### src/rtl/ics_mem_pkg.sv
// Shared types and helpers for the ICS2115 sample-fetch path.
package ics_mem_pkg;

  localparam int ICS_ADDR_W = 29;
  localparam int ICS_LINE_W = 64;

  typedef enum logic [1:0] {
    IDLE  = 2'd0,
    ISSUE = 2'd1,
    WAIT  = 2'd2,
    RESP  = 2'd3
  } fetch_state_t;

  // Rotate a 64-bit line right by whole 16-bit lanes so the chosen lane lands in bits [15:0].
  function automatic logic [ICS_LINE_W-1:0] rot16(input logic [ICS_LINE_W-1:0] line,
                                                  input logic [1:0]            lane);
    logic [2*ICS_LINE_W-1:0] dbl;
    dbl = {line, line} >> {lane, 4'b0000};
    return dbl[ICS_LINE_W-1:0];
  endfunction

endpackage

### src/rtl/ics_sample_line_cache.sv
// One-line sample cache: tag, valid bit and raw (unrotated) line data with hit compare.
module ics_sample_line_cache
  import ics_mem_pkg::*;
#(
  parameter int TAG_W  = ICS_ADDR_W - 3,
  parameter int DATA_W = ICS_LINE_W
) (
  input  logic              clk,
  input  logic              reset_n,
  input  logic [TAG_W-1:0]  lookup_tag,
  input  logic              inv,
  input  logic              fill,
  input  logic [TAG_W-1:0]  fill_tag,
  input  logic [DATA_W-1:0] fill_data,
  output logic              hit,
  output logic [DATA_W-1:0] data
);

  logic              valid_r;
  logic [TAG_W-1:0]  tag_r;
  logic [DATA_W-1:0] data_r;

  // Invalidate wins over a same-cycle fill so rewritten sample RAM is never shadowed.
  always_ff @(posedge clk or negedge reset_n) begin
    if (!reset_n) begin
      valid_r <= 1'b0;
      tag_r   <= '0;
      data_r  <= '0;
    end else if (inv) begin
      valid_r <= 1'b0;
    end else if (fill) begin
      valid_r <= 1'b1;
      tag_r   <= fill_tag;
      data_r  <= fill_data;
    end
  end

  assign hit  = valid_r & (tag_r == lookup_tag) & ~inv;
  assign data = data_r;

endmodule

### src/rtl/ics_sample_fetch.sv
// ICS2115 sample-read responder: line-aligned SDRAM fetch with 16-bit lane rotation.
// Optional one-line cache enabled by defining ICS_SAMPLE_CACHE_EN.
module ics_sample_fetch
  import ics_mem_pkg::*;
#(
  parameter int ADDR_W  = ICS_ADDR_W,
  parameter int DATA_W  = ICS_LINE_W,
  parameter int TIMEOUT = 255
) (
  input  logic              clk,
  input  logic              reset_n,
  input  logic              req_rd,
  input  logic [ADDR_W-1:0] req_addr,
  output logic [DATA_W-1:0] req_dout,
  output logic              req_busy,
  output logic              req_dout_ready,
  output logic              req_err,
  input  logic              inv,
  output logic              mem_rd,
  output logic [ADDR_W-1:0] mem_addr,
  input  logic              mem_busy,
  input  logic [DATA_W-1:0] mem_dout,
  input  logic              mem_ack
);

  localparam int              CNT_W   = $clog2(TIMEOUT + 1);
  localparam logic [CNT_W-1:0] CNT_MAX = CNT_W'(TIMEOUT);

  fetch_state_t      state_r;
  fetch_state_t      state_nxt_s;
  logic              armed_r;
  logic [CNT_W-1:0]  cnt_r;
  logic [ADDR_W-1:1] addr_r;
  logic              accept_s;
  logic              hit_s;
  logic [DATA_W-1:0] hit_data_s;

  assign accept_s = (state_r == IDLE) & req_rd & armed_r;

`ifdef ICS_SAMPLE_CACHE_EN
  logic fill_s;
  logic inv_seen_r;
  logic unused_s;

  ics_sample_line_cache #(
    .TAG_W  (ADDR_W - 3),
    .DATA_W (DATA_W)
  ) u_cache (
    .clk        (clk),
    .reset_n    (reset_n),
    .lookup_tag (req_addr[ADDR_W-1:3]),
    .inv        (inv),
    .fill       (fill_s),
    .fill_tag   (addr_r[ADDR_W-1:3]),
    .fill_data  (mem_dout),
    .hit        (hit_s),
    .data       (hit_data_s)
  );

  // A line fetched while an invalidate was pending may be stale, so it is returned but not cached.
  assign fill_s = (state_r == WAIT) & mem_ack & ~inv_seen_r & ~inv;

  // Track invalidates that arrive while a miss is in flight.
  always_ff @(posedge clk or negedge reset_n) begin
    if (!reset_n) begin
      inv_seen_r <= 1'b0;
    end else if (accept_s) begin
      inv_seen_r <= 1'b0;
    end else if (inv && ((state_r == ISSUE) || (state_r == WAIT))) begin
      inv_seen_r <= 1'b1;
    end
  end

  assign unused_s = req_addr[0];
`else
  logic unused_s;

  assign hit_s      = 1'b0;
  assign hit_data_s = '0;
  assign unused_s   = ^{inv, req_addr[0], addr_r[ADDR_W-1:3]};
`endif

  // Next-state decode; a timed-out WAIT still goes to RESP, flagged by req_err.
  always_comb begin
    state_nxt_s = state_r;
    case (state_r)
      IDLE: begin
        if (accept_s) state_nxt_s = hit_s ? RESP : ISSUE;
        else          state_nxt_s = IDLE;
      end
      ISSUE: begin
        if (!mem_busy) state_nxt_s = WAIT;
        else           state_nxt_s = ISSUE;
      end
      WAIT: begin
        if (mem_ack || (cnt_r == CNT_MAX)) state_nxt_s = RESP;
        else                               state_nxt_s = WAIT;
      end
      RESP:    state_nxt_s = IDLE;
      default: state_nxt_s = IDLE;
    endcase
  end

  // State, handshake outputs (decoded from next state so they are registered) and response data.
  always_ff @(posedge clk or negedge reset_n) begin
    if (!reset_n) begin
      state_r        <= IDLE;
      armed_r        <= 1'b1;
      cnt_r          <= '0;
      addr_r         <= '0;
      mem_addr       <= '0;
      mem_rd         <= 1'b0;
      req_busy       <= 1'b0;
      req_dout_ready <= 1'b0;
      req_err        <= 1'b0;
      req_dout       <= '0;
    end else begin
      state_r        <= state_nxt_s;
      req_busy       <= (state_nxt_s != IDLE);
      mem_rd         <= (state_nxt_s == ISSUE);
      req_dout_ready <= (state_nxt_s == RESP);

      // A still-high request must drop for a cycle before it can be served again.
      if (accept_s)     armed_r <= 1'b0;
      else if (!req_rd) armed_r <= 1'b1;

      if ((state_r == WAIT) && (state_nxt_s == WAIT)) cnt_r <= cnt_r + CNT_W'(1);
      else                                            cnt_r <= '0;

      if (accept_s) begin
        addr_r  <= req_addr[ADDR_W-1:1];
        req_err <= 1'b0;
        if (hit_s) req_dout <= rot16(hit_data_s, req_addr[2:1]);
        else       mem_addr <= {req_addr[ADDR_W-1:3], 3'b000};
      end else if (state_r == WAIT) begin
        if (mem_ack) begin
          req_dout <= rot16(mem_dout, addr_r[2:1]);
        end else if (cnt_r == CNT_MAX) begin
          req_dout <= '0;
          req_err  <= 1'b1;
        end
      end
    end
  end

endmodule
### config.mk
export PLATFORM = sky130hd
export DESIGN_NAME = ics_sample_fetch
export DESIGN_NICKNAME = d
export VERILOG_FILES = /design/src/rtl/ics_mem_pkg.sv /design/src/rtl/ics_sample_line_cache.sv /design/src/rtl/ics_sample_fetch.sv
export SDC_FILE = /design/constraint.sdc
export NUM_CORES = 1
export LEC_CHECK = 0
export CAP_MARGIN = 20
export CORE_MARGIN = 4
export CORE_UTILIZATION = 48
export CTS_CLUSTER_SIZE = 40
export DETAILED_ROUTE_END_ITERATION = 12
export MAX_ROUTING_LAYER = met4
export PLACE_DENSITY = 0.82
export SYNTH_ARGS = -nofsm -noshare
export SYNTH_HDL_FRONTEND = slang
export SYNTH_SLANG_ARGS = --single-unit
### constraint.sdc
create_clock -name clk -period 2.15 [get_ports clk]
set_input_delay 0.43 -clock clk [delete_from_list [all_inputs] [get_ports clk]]
set_output_delay 0.43 -clock clk [all_outputs]
set_load 0.01 [all_outputs]
; ---- Word-level counts from Yosys, hierarchy flattened
; Cells that the tools add are included.
[op_classes]
add_sub_neg = 1
reduce_logical = 9
mux = 13
n_shift = 1
eq_ne = 9
bitwise = 3
[op_table]
columns = op, count
row1 = $mux W64, 2
row2 = $shr A128 B6 Y64, 1
row3 = $add A8 B1 Y8 const B, 1
row4 = $eq A2 B2 Y1 const B, 4
row5 = $eq A8 B8 Y1 const B, 1
row6 = $mux W1, 8
row7 = $mux W8, 1
row8 = $pmux W2 S4, 1
row9 = $reduce_bool A2 Y1, 4
row10 = $reduce_and A3 Y1, 2
row11 = $eq A2 B1 Y1 const B, 2
row12 = $ne A2 B1 Y1 const B, 2
row13 = $and A1 B1 Y1, 2
row14 = $logic_not A2 Y1, 1
row15 = $mux W2, 1
row16 = $logic_and A1 B1 Y1, 1
row17 = $logic_or A1 B1 Y1, 1
row18 = $not A1 Y1, 1
[totals]
ff_bits = 107
inputBits = 99
output_inout_bits = 97
wordCells = 46

; ---- Longest topological paths before layout
[logic_depth]
depth_word = 8
depth_mapped = 7
mapped_depth_nobuf = 4

; ---- Worst setup path after synthesis
; No wires, ideal clock.
[synth_timing]
path_kind = register to register
from = register armed_r
to = register addr_r[1] in the netlist's numbering
path_buffers = 2
t_required_ps = 2025
setup_time_ps = 125
arrival_time_ps = 1374
period_less_slack_ps = 1499
path_slack_ps = 651
path_stages_with_launch = 6
path_cell_list = dfstp_2 -> nand2_1 -> nor3_2 -> buf_4 -> buf_4 -> mux2_2
[synth_between]
elab_chain_cells = 1
[synth_rtl]
columns = item, line_no
row1 = start: declaration, ics_sample_fetch.sv:31  ; logic armed_r;
row2 = start signal: assignment, ics_sample_fetch.sv:108  ; armed_r <= 1'b1;
row3 = start signal: assignment, ics_sample_fetch.sv:124  ; if (accept_s) armed_r <= 1'b0;
row4 = start signal: assignment, ics_sample_fetch.sv:125  ; else if (!req_rd) armed_r <= 1'b1;
row5 = $and A1 B1 Y1, ics_sample_fetch.sv:38  ; assign accept_s = (state_r == IDLE) & req_rd & armed_r;
row6 = end signal: assignment, ics_sample_fetch.sv:131  ; addr_r <= req_addr[ADDR_W-1:1];
row7 = end: declaration, ics_sample_fetch.sv:33  ; logic [ADDR_W-1:1] addr_r;
; No other way between the ends.
; A chain may end at the register's enable or synchronous reset.

; ---- Final worst setup path
[layout_timing]
from = register addr_r[1] in the netlist's numbering
to = register req_dout[9]
[layout_between]
elab_chain_cells = 2
[layout_rtl]
columns = item, line_no
row1 = $shr A128 B6 Y64, ics_mem_pkg.sv:18  ; dbl = {line, line} >> {lane, 4'b0000};
row2 = $mux W64, ics_sample_fetch.sv:136  ; if (mem_ack) begin
row3 = end signal: assignment, ics_sample_fetch.sv:133  ; if (hit_s) req_dout <= rot16(hit_data_s, req_addr[2:1]);
row4 = end signal: assignment, ics_sample_fetch.sv:137  ; req_dout <= rot16(mem_dout, addr_r[2:1]);
row5 = end: declaration, ics_sample_fetch.sv:14  ; output logic [DATA_W-1:0] req_dout,
; No other way between the ends.

==> out/results.ini <==
[status]
status=completed

[floorplan]
die_area_um2=15100
num_rows=41
die_w_um=123
core_area_um2=12800
start_util=0.496
ios=196
chipHeight_um=123

[synthesis]
synth.distinct_cells=39
yosysMostFrequentCell=nand2_1
ys_warn_count=0
ys_top_cells_by_count=132 x nand2_1, 106 x dfrtp_1, 67 x inv_1
synth.area.top_cells=dfrtp_1 42%, mux4_2 23%, nand2_1 7.8%
dominantRegCellSynth=dfrtp_1
synth_edf_count=0
yosys.area.top_type=dfrtp_1
synth.cell_area_um2=6330
async_flop_share=1.00
synth_cells=555
ys_ff_latch=107
syn_area_per_cell_um2=11.4
synth_top_area_share=0.419
ys_seq_area_frac=0.423

[pwr]
powerDensity_nw_per_um2=1260
vdd_drop_max_mv=0.620
p_leak_nw=3.79
finalPower_mw=11.0

[layout]
final_cell_count_no_fill=908
fin_util=0.681
area.growth.synth_to_final_pct=37.4
nets=831
multi_input_area_um2=3130
drive_gt1_frac=0.190
antennaDiodeCount=0
fillers=924
regArea_um2=2680

[route]
drt_iter0_markers=459
route.vias.total=5424
wirelength_mm=19.2
wl_per_cell_um=21.2
dr.pass1.iters=5
ant_nets=0
drc_errors=0
vias_per_cell=5.97

[clocking]
h-tree-depth=3
cts_tree=built
cts_sinks=107
cts.path.max_buffers=2
cts_resized=0
hold_buffers=0
cts_setup_buffers=0
cts_root_buf=clkbuf_16
clkLatencyLatePin_ns=0.35
numCtsBuffers=9
clk_pin_slew_worst_paths_ns=0.07

[global_route]
grt_max_degree=65
gr-usage-all-layers=0.269
grt_antenna_before_repair=0
grt_pass1_wl_mm=30.0
overflow=0
first_global_vias=5559

[critical_path]
slowest_stage=dfrtp_4
crit_path_end_kind=flop
required_ns=2.35
ff2ff_setup_slack_ns=0.31
path_buf_inv=1
crit_fanout=25
path_delay_family=flip-flops
cp_cell_sequence=buf_12 > mux4_2 > nand2_1 > o311ai_1
crit_path_start_kind=flop
cpPeakStageDelay_ns=0.62
crit_arrival_ns=2.04
worst-setup-path-type=reg -> reg

[timing]
hold_viol_final=0
period_needed_ns=1.84
maxSlewViolCount=0
fmax_ghz=0.544
skew_ns=0.00833
fin_crit_sh=0.855
worst_slew_margin_rel=0.559
setup_total_negative_slack_ns=0
tightest_slew_ns=0.662
rsz0062_at_grt=no
setup_violations=0

[placed_design]
io_buffers=190
dp_cells=892
gp_congestion=0.966
hpwl_mm=14.4

[run]
drv_cap=0

[hold_path]
hold_path.class=in -> async

-- state kept, by name, summed over array words and instances (netlist names) --
name            cells
addr_r              2
armed_r             1
cnt_r               8
mem_addr           26
mem_rd              1
req_busy            1
req_dout           64
req_dout_ready      1
req_err             1
state_r             2
-- cell families after synthesis --
group	count (synthesis)	share of synthesized area
other	1	0.000592
adder cells (fa/ha/maj)	1	0.00198
XOR/XNOR	3	0.00415
buffers and inverters	116	0.0871
AO/OA/AOI/OAI	79	0.103
AND/OR/NAND/NOR	156	0.103
multiplexers	92	0.277
flip-flops	107	0.423
-- placed cells by master, fill, tap and decap left out, types with 2 or more instances in the layout --
cell type | netlist | routed
clkdlybuf4s50_1 | 0 | 188
mux2_2 | 28 | 28
inv_1 | 67 | 67
clkbuf_16 | 0 | 9
nand2_1 | 132 | 132
mux4_2 | 64 | 64
conb_1 | 1 | 3
clkinv_2 | 0 | 3
nand3_1 | 3 | 3
o311ai_0 | 20 | 20
clkbuf_1 | 15 | 2
dfrtp_1 | 106 | 104
nor3_1 | 2 | 2
or3_1 | 2 | 2
a21oi_1 | 5 | 5
buf_4 | 12 | 15
buf_12 | 0 | 8
xnor2_1 | 2 | 2
nor2_1 | 5 | 5
o21ai_0 | 5 | 5
o311ai_1 | 44 | 44
-- per-layer routing --
layer	routed length, µm	part of all wire	GRT usage	vias to the layer above
li1	-	-	-	2377
met1	7640	0.40	0.358	2773
met2	9920	0.52	0.428	243
met3	1180	0.061	0.0359	31
met4	489	0.025	0.0959	0
met5	0	0	-	-
-- stage by stage --
| step | instance area, µm² | setup slack (ns) | hold slack [ns] |
|---|---|---|---|
| 2_1_floorplan | 6340 | 0.651 | 0.134 |
| 3_3_place_gp | 8440 | 0.225 | 0.393 |
| 3_5_place_dp | 8440 | 0.189 | 0.394 |
| 4_1_cts | 8700 | 0.303 | 0.0208 |
| 5_1_grt | 8700 | 0.222 | 0.0315 |
| 6_report | 8700 | 0.312 | 0.00504 |
-- final cells by class --
cell class / instances / area share
Multi-Input combinational cell: 334 / 0.359
Clock buffer: 11 / 0.0268
Sequential cell: 107 / 0.308
Clock inverter: 5 / 0.00360
Tap cell: 172 / 0.0247
Timing Repair Buffer: 212 / 0.248
Inverter: 67 / 0.0289
-- where the power goes --
group	internal [mW]	switching [mW]	total (mW)
Clock	0.784	0.754	1.54
Sequential	2.77	0.711	3.48
Combinational	3.37	2.57	5.94
Total	6.93	4.03	11.0
-- worst paths after layout --
| kind | depth (start not counted) | end | start |
|---|---|---|---|
| max | 4 | req_dout[9] | addr_r[1] |
| min | 1 | req_dout[5] | reset_n |
| max reg2reg | 4 | req_dout[9] | addr_r[1] |
| min reg2reg | 2 | armed_r | armed_r |
| max in group asynchronous | 2 | armed_r | reset_n |
| min in group clk | 2 | cnt_r[4] | mem_ack |
Power figures use the tool's default switching activity.
